## src/rtl/pipelined_datapath_if.sv

```systemverilog
// Instruction and architectural-state bundle between decode and the datapath.
interface pipelined_datapath_if #(
  parameter int unsigned WIDTH = 4,
  parameter int unsigned NREGS = 4
);
  localparam int unsigned SELW = (NREGS > 1) ? $clog2(NREGS) : 1;

  logic                   in_valid;
  logic [SELW-1:0]        sel_a;
  logic [SELW-1:0]        sel_b;
  logic [SELW-1:0]        sel_w;
  logic [WIDTH-1:0]       imm;
  logic                   sel_data;
  logic                   write_en;
  logic [1:0]             alu_op;
  logic [NREGS*WIDTH-1:0] regs_flat;
  logic                   flag_z;
  logic                   flag_c;
  logic                   flag_v;
  logic                   wb_pending;

  modport master (
    output in_valid, sel_a, sel_b, sel_w, imm, sel_data, write_en, alu_op,
    input  regs_flat, flag_z, flag_c, flag_v, wb_pending
  );

  modport slave (
    input  in_valid, sel_a, sel_b, sel_w, imm, sel_data, write_en, alu_op,
    output regs_flat, flag_z, flag_c, flag_v, wb_pending
  );
endinterface

```

## src/rtl/pipelined_datapath.sv

```systemverilog
// Two-stage register file / ALU datapath (issue+execute, writeback) with operand bypass
// and a Z/C/V flag register.
module pipelined_datapath #(
  parameter int unsigned WIDTH = 4,
  parameter int unsigned NREGS = 4
) (
  input  logic                 clk,
  input  logic                 rst,
  pipelined_datapath_if.slave  bus
);
  localparam int unsigned SELW = (NREGS > 1) ? $clog2(NREGS) : 1;
  localparam int unsigned MSB  = WIDTH - 1;

  localparam logic [1:0] OP_ADD  = 2'b00;
  localparam logic [1:0] OP_NAND = 2'b01;
  localparam logic [1:0] OP_SUB  = 2'b10;
  localparam logic [1:0] OP_MOV  = 2'b11;

  logic [WIDTH-1:0] r_regs [NREGS];
  logic [WIDTH-1:0] r_wb_data;
  logic [SELW-1:0]  r_wb_sel;
  logic             r_wb_pending;
  logic             r_flag_z;
  logic             r_flag_c;
  logic             r_flag_v;

  logic             w_in_a;
  logic             w_in_b;
  logic [WIDTH-1:0] w_a;
  logic [WIDTH-1:0] w_b;
  logic [WIDTH:0]   w_sum;
  logic [WIDTH:0]   w_dif;
  logic [WIDTH-1:0] w_res;
  logic             w_c;
  logic             w_v;
  logic             w_wb_in_range;
  logic [NREGS*WIDTH-1:0] w_flat;

  // Operand read with bypass from the writeback stage; out-of-range selects read 0.
  always_comb begin
    w_in_a = (32'(bus.sel_a) < NREGS);
    w_in_b = (32'(bus.sel_b) < NREGS);
    w_a    = '0;
    w_b    = '0;
    if (w_in_a) begin
      w_a = (r_wb_pending && (r_wb_sel == bus.sel_a)) ? r_wb_data : r_regs[bus.sel_a];
    end
    if (w_in_b) begin
      w_b = (r_wb_pending && (r_wb_sel == bus.sel_b)) ? r_wb_data : r_regs[bus.sel_b];
    end
  end

  // ALU: modulo-2^WIDTH result, carry/borrow and signed overflow.
  always_comb begin
    w_sum = {1'b0, w_a} + {1'b0, w_b};
    w_dif = {1'b0, w_a} - {1'b0, w_b};
    w_res = '0;
    w_c   = 1'b0;
    w_v   = 1'b0;
    case (bus.alu_op)
      OP_ADD: begin
        w_res = w_sum[WIDTH-1:0];
        w_c   = w_sum[WIDTH];
        w_v   = (w_a[MSB] == w_b[MSB]) && (w_res[MSB] != w_a[MSB]);
      end
      OP_NAND: w_res = ~(w_a & w_b);
      OP_SUB: begin
        w_res = w_dif[WIDTH-1:0];
        w_c   = w_dif[WIDTH];
        w_v   = (w_a[MSB] != w_b[MSB]) && (w_res[MSB] != w_a[MSB]);
      end
      OP_MOV: w_res = w_a;
      default: w_res = '0;
    endcase
  end

  assign w_wb_in_range = (32'(r_wb_sel) < NREGS);

  // Pipeline state: writeback commit, issue-stage latch and flag update.
  always_ff @(posedge clk or posedge rst) begin
    if (rst) begin
      for (int i = 0; i < NREGS; i++) r_regs[i] <= '0;
      r_wb_data    <= '0;
      r_wb_sel     <= '0;
      r_wb_pending <= 1'b0;
      r_flag_z     <= 1'b0;
      r_flag_c     <= 1'b0;
      r_flag_v     <= 1'b0;
    end else begin
      if (r_wb_pending && w_wb_in_range) begin
        r_regs[r_wb_sel] <= r_wb_data;
      end
      if (bus.in_valid) begin
        r_wb_pending <= bus.write_en;
        r_wb_sel     <= bus.sel_w;
        r_wb_data    <= bus.sel_data ? bus.imm : w_res;
        if (!bus.sel_data) begin
          r_flag_z <= (w_res == '0);
          r_flag_c <= w_c;
          r_flag_v <= w_v;
        end
      end else begin
        r_wb_pending <= 1'b0;
      end
    end
  end

  // Flatten the register file for the architectural-state output.
  always_comb begin
    w_flat = '0;
    for (int i = 0; i < NREGS; i++) w_flat[i*WIDTH +: WIDTH] = r_regs[i];
  end

  assign bus.regs_flat  = w_flat;
  assign bus.flag_z     = r_flag_z;
  assign bus.flag_c     = r_flag_c;
  assign bus.flag_v     = r_flag_v;
  assign bus.wb_pending = r_wb_pending;
endmodule

```

## src/flat_wrapper.sv

```systemverilog
// flat-port wrapper written by rule: the top's interface ports become plain ports
module pipelined_datapath_flat 
#(
  parameter int unsigned WIDTH = 4,
  parameter int unsigned NREGS = 4
)
  (clk, rst, bus_in_valid, bus_sel_a, bus_sel_b, bus_sel_w, bus_imm, bus_sel_data, bus_write_en, bus_alu_op, bus_regs_flat, bus_flag_z, bus_flag_c, bus_flag_v, bus_wb_pending);
  pipelined_datapath_if #(.WIDTH(WIDTH), .NREGS(NREGS)) bus_i ();
  input  logic clk;
  input  logic rst;
  input wire logic [$bits(bus_i.in_valid)-1:0] bus_in_valid;
  input wire logic [$bits(bus_i.sel_a)-1:0] bus_sel_a;
  input wire logic [$bits(bus_i.sel_b)-1:0] bus_sel_b;
  input wire logic [$bits(bus_i.sel_w)-1:0] bus_sel_w;
  input wire logic [$bits(bus_i.imm)-1:0] bus_imm;
  input wire logic [$bits(bus_i.sel_data)-1:0] bus_sel_data;
  input wire logic [$bits(bus_i.write_en)-1:0] bus_write_en;
  input wire logic [$bits(bus_i.alu_op)-1:0] bus_alu_op;
  output wire logic [$bits(bus_i.regs_flat)-1:0] bus_regs_flat;
  output wire logic [$bits(bus_i.flag_z)-1:0] bus_flag_z;
  output wire logic [$bits(bus_i.flag_c)-1:0] bus_flag_c;
  output wire logic [$bits(bus_i.flag_v)-1:0] bus_flag_v;
  output wire logic [$bits(bus_i.wb_pending)-1:0] bus_wb_pending;
  assign bus_i.in_valid = bus_in_valid;
  assign bus_i.sel_a = bus_sel_a;
  assign bus_i.sel_b = bus_sel_b;
  assign bus_i.sel_w = bus_sel_w;
  assign bus_i.imm = bus_imm;
  assign bus_i.sel_data = bus_sel_data;
  assign bus_i.write_en = bus_write_en;
  assign bus_i.alu_op = bus_alu_op;
  assign bus_regs_flat = bus_i.regs_flat;
  assign bus_flag_z = bus_i.flag_z;
  assign bus_flag_c = bus_i.flag_c;
  assign bus_flag_v = bus_i.flag_v;
  assign bus_wb_pending = bus_i.wb_pending;
  pipelined_datapath #(.WIDTH(WIDTH), .NREGS(NREGS)) u_core (.clk(clk), .rst(rst), .bus(bus_i));
endmodule
```

## config.mk

```make
export PLATFORM = sky130hd
export DESIGN_NAME = pipelined_datapath_flat
export DESIGN_NICKNAME = d
export VERILOG_FILES = /design/src/rtl/pipelined_datapath_if.sv /design/src/rtl/pipelined_datapath.sv /design/src/flat_wrapper.sv
export SDC_FILE = /design/constraint.sdc
export NUM_CORES = 1
export LEC_CHECK = 0
export BUFFER_PORTS_ARGS = -buffer_cell sky130_fd_sc_hd__buf_4
export CAP_MARGIN = 10
export CORE_ASPECT_RATIO = 0.75
export CORE_MARGIN = 2
export CORE_UTILIZATION = 55
export CTS_CLUSTER_DIAMETER = 200
export CTS_CLUSTER_SIZE = 28
export DETAILED_ROUTE_END_ITERATION = 10
export GPL_ROUTABILITY_DRIVEN = 0
export PLACE_DENSITY_LB_ADDON = 0.3
export SLEW_MARGIN = 20
export SYNTH_ARGS = -nofsm -noshare
export SYNTH_HDL_FRONTEND = slang
export SYNTH_SLANG_ARGS = --single-unit
```

## constraint.sdc

```tcl
create_clock -name clk -period 5.7 [get_ports clk]
set_clock_uncertainty 0.05 [all_clocks]
set_input_delay 0.855 -clock clk [delete_from_list [all_inputs] [get_ports clk]]
set_output_delay 0.855 -clock clk [all_outputs]
set_load 0.03 [all_outputs]
```

==> impl_results.md <==
- Outcome: completed
- Max-Cap Viols: 0
- Seq/Total Area, Yosys: 35.7%
- R2R cell count: 11
- WHS Path Cells: 2
- Synth cell types: 39
- Finished Layout Cells: 234
- Type of destination of the critical path: flip-flop
- Vias per cell: 5.88
- Most common cell after layout, fill and taps aside: buf_4
- TritonCTS clock tree: built
- Post-synth EDFFs: 0
- CP peak stage delay: 540 ps
- Worst hold endpoint: u_core.bus.flag_c
- DR WL/cell: 17.1 um
- # setup viols final: 0
- Top-level port count: 37
- Post-DP HPWL: between 3000 and 4000 um
- Largest net degree at the start of global routing: 27
- Pre-CTS setup slack: 1940 ps
- Hold bufs inserted after CTS: 0
- Final Slew Violations: 0
- Vias in the first global route: 1342
- Number of remaining DRC errors: 0
- Highest clock rate: 287 MHz
- Global-route wire length before repair: about 6700 um
- Relative slew slack: 38.0%
- Root Buffer: clkbuf_8
- Sequential group share of total power: 28.5%
- PwrDens: 556 mW/mm^2
- Flop2flop setup slack: 2440 ps
- RSZ-0062 raised after global routing: false
- Hold Slack: 452 ps
- Setup Fix Bufs, Post-CTS: 0
- Worst Path Required: roughly 5800 ps
- Iteration-0 DRC Markers: 82
- Final Cell Area: 0.00213 sq mm
- Final nets: 222
- Worst-Skew Late Latency: between 200 and 300 ps
- Via count: 1376
- P_int: around 0.66 mW
- CORE AREA: ~0.0032 sq mm
- Routed Antenna Nets: 0
- Final wirelength: 4010 um
- Peak supply drop: 359 uV
- Synth Flop Type: dfrtp_1
- Switching part of the total power: 44.4%
- Hold_sp: u_core.bus.flag_c
- Overall Power: 1.19 mW
- Post-Syn Nets: 189
- Worst-path fanout max: 5
- WS Path Type: in2reg
- Post-Synthesis Cells: 162
- Row cnt: 18
- Drt pass-1 iters: 4
- Pleak: 0.963 nW
- Initial antenna violation count: 0
- Global-route usage over all layers: 23.3%
- Initial Utilization: 56.6%
- Net Switching: 0.526 mW
- Logic gate share of total power: 61.5%
- Setup ws final: between 2000 and 2500 ps
- Num CTS Buffers: 3
- Avg Synthesized Cell Area: 11.3 sq um
- Critical path startpoint category: primary input
- Synth Register Bits: 26
- Die area: 0.00380 sq mm
- Post-synth ARST share: 100%
- Slowest library cell on the worst path: mux4_1
- Fin crit share: approximately 61%
- CP arrival: about 3600 ps
- Reg2Reg Launch Point: u_core.r_wb_sel[0]
- Mapped Area: approximately 0.0018 sq mm
- Clock Pin Slew Worst Setup and Hold Paths: 90 ps
- Layout cell share with drive strength beyond 1: 36.1%
- Area growth, synth to finish: 16.9%
- Final Hold Viols: 0
- Htree depth: 1
- Critical path cell sequence: buf_4 > mux4_1 > mux2i_1 > inv_1 > ha_1 > o21ba_2 > o21bai_1 > a22oi_1 > xnor2_1 > o21ai_0 > o41ai_2
- Placed cell areas: 0.00208 sq mm
- Die span in y: 53.9 um
- Die Wd: just over 70 um
- Total gr overflow: 0
- Min Tclk post-route: 3480 ps
- N_diodes: 0
- Reg2reg end: u_core.bus.flag_z
- Clock sink count: 26
- Post_cts resized: 0
- Yosys warns: 0
- I/O Buffers: 36
- Dpl cells: 230
- Slew at the pin with the worst max-slew slack: 925 ps
- Commonest cells after routing, fill and taps aside: buf_4, dfrtp_1, mux2_2
- Clk pwr share: 10.1%
- Hold crit path type: reg2reg
- Core Util, Final: 66.2%
- Max Root-Sink Buffers: 2
- Setup TNS: 0 ps
critical path, delay by kind of cell:
family / cells / cell delay [ps]
adders and majority gates: 1 / 330
xor gates and xnor gates: 1 / 200
muxes: 2 / 940
AOI/OAI and AO/OA: 5 / 1010
buffers and inverters: 2 / 250
worst max path at each step:
stage / end / from / cells past startpoint / slack (ps)
3_5_place_dp: u_core.bus.flag_z / bus_sel_a[0] / 11 / 1940
4_1_cts: u_core.bus.flag_z / bus_sel_a[0] / 11 / 2220
6_report: u_core.bus.flag_z / bus_sel_a[0] / 11 / 2220
2_1_floorplan: u_core.bus.flag_z / bus_sel_b[0] / 11 / 2130
3_3_place_gp: u_core.bus.flag_z / bus_sel_a[0] / 11 / 2090
5_1_grt: u_core.bus.flag_z / bus_sel_a[0] / 11 / 1990
area by class of cell:
class,count,area (sq um)
sequential,26,651
timing repair buffer,36,270
inverter,10,37.5
tap,40,50.0
multi-input combinational,118,1070
clock buffer,4,55.1
fill,250,1090
cell families after synthesis:
logic type | count (synthesis) | synth area share, %
XOR/XNOR | 8 | 3.84
AND/OR/NAND/NOR | 37 | 10.4
buffers and inverters | 18 | 5.76
adder cells (fa/ha/maj) | 10 | 7.68
multiplexers | 33 | 25.8
AO/OA/AOI/OAI | 30 | 10.8
flip-flops | 26 | 35.7
layer usage:
metal | routed length, um | GRT usage, % | up-vias
met2 | 1840 | 38.5 | 45
met5 | 0 | 0 | -
met3 | 208 | 5.06 | 4
met1 | 1940 | 32.9 | 681
li1 | - | - | 646
met4 | 22 | 3.53 | 0
power by group through the flow:
| stage | Sequential [mW] | Clock, mW | Combinational [mW] |
|---|---|---|---|
| final | 0.337 | 0.120 | 0.728 |
| after CTS | 0.335 | 0.123 | 0.727 |
| after global placement | 0.331 | 0 | 0.704 |
| after global routing | 0.350 | 0.131 | 0.796 |
| after detailed placement | 0.338 | 0 | 0.721 |
| after floorplan | 0.436 | 0 | 0.418 |
registers in the layout, indices dropped and copies added, names as in the netlist:
name and cells:
u_core.bus.flag_v 1, u_core.bus.flag_c 1, u_core.bus.flag_z 1, u_core.bus.regs_flat 16, u_core.r_wb_sel 2, u_core.bus.wb_pending 1, u_core.r_wb_data 4
Yosys cell counts, types with 3 or more instances:
cell type | instances | area, sq um
buf_6 | 3 | 33.8
dfrtp_1 | 26 | 651
mux4_1 | 3 | 78.8
nand3_1 | 3 | 15.0
mux2_2 | 19 | 214
inv_1 | 10 | 37.5
nor2_1 | 9 | 33.8
mux4_2 | 5 | 113
a21oi_1 | 5 | 25.0
mux2i_1 | 5 | 50.1
ha_1 | 8 | 100
nor2b_1 | 3 | 18.8
o21ai_0 | 11 | 55.1
xnor2_1 | 8 | 70.1
nand2_1 | 12 | 45.0
nand3b_1 | 3 | 22.5
Note: power is estimated with default switching activity, not from simulation.
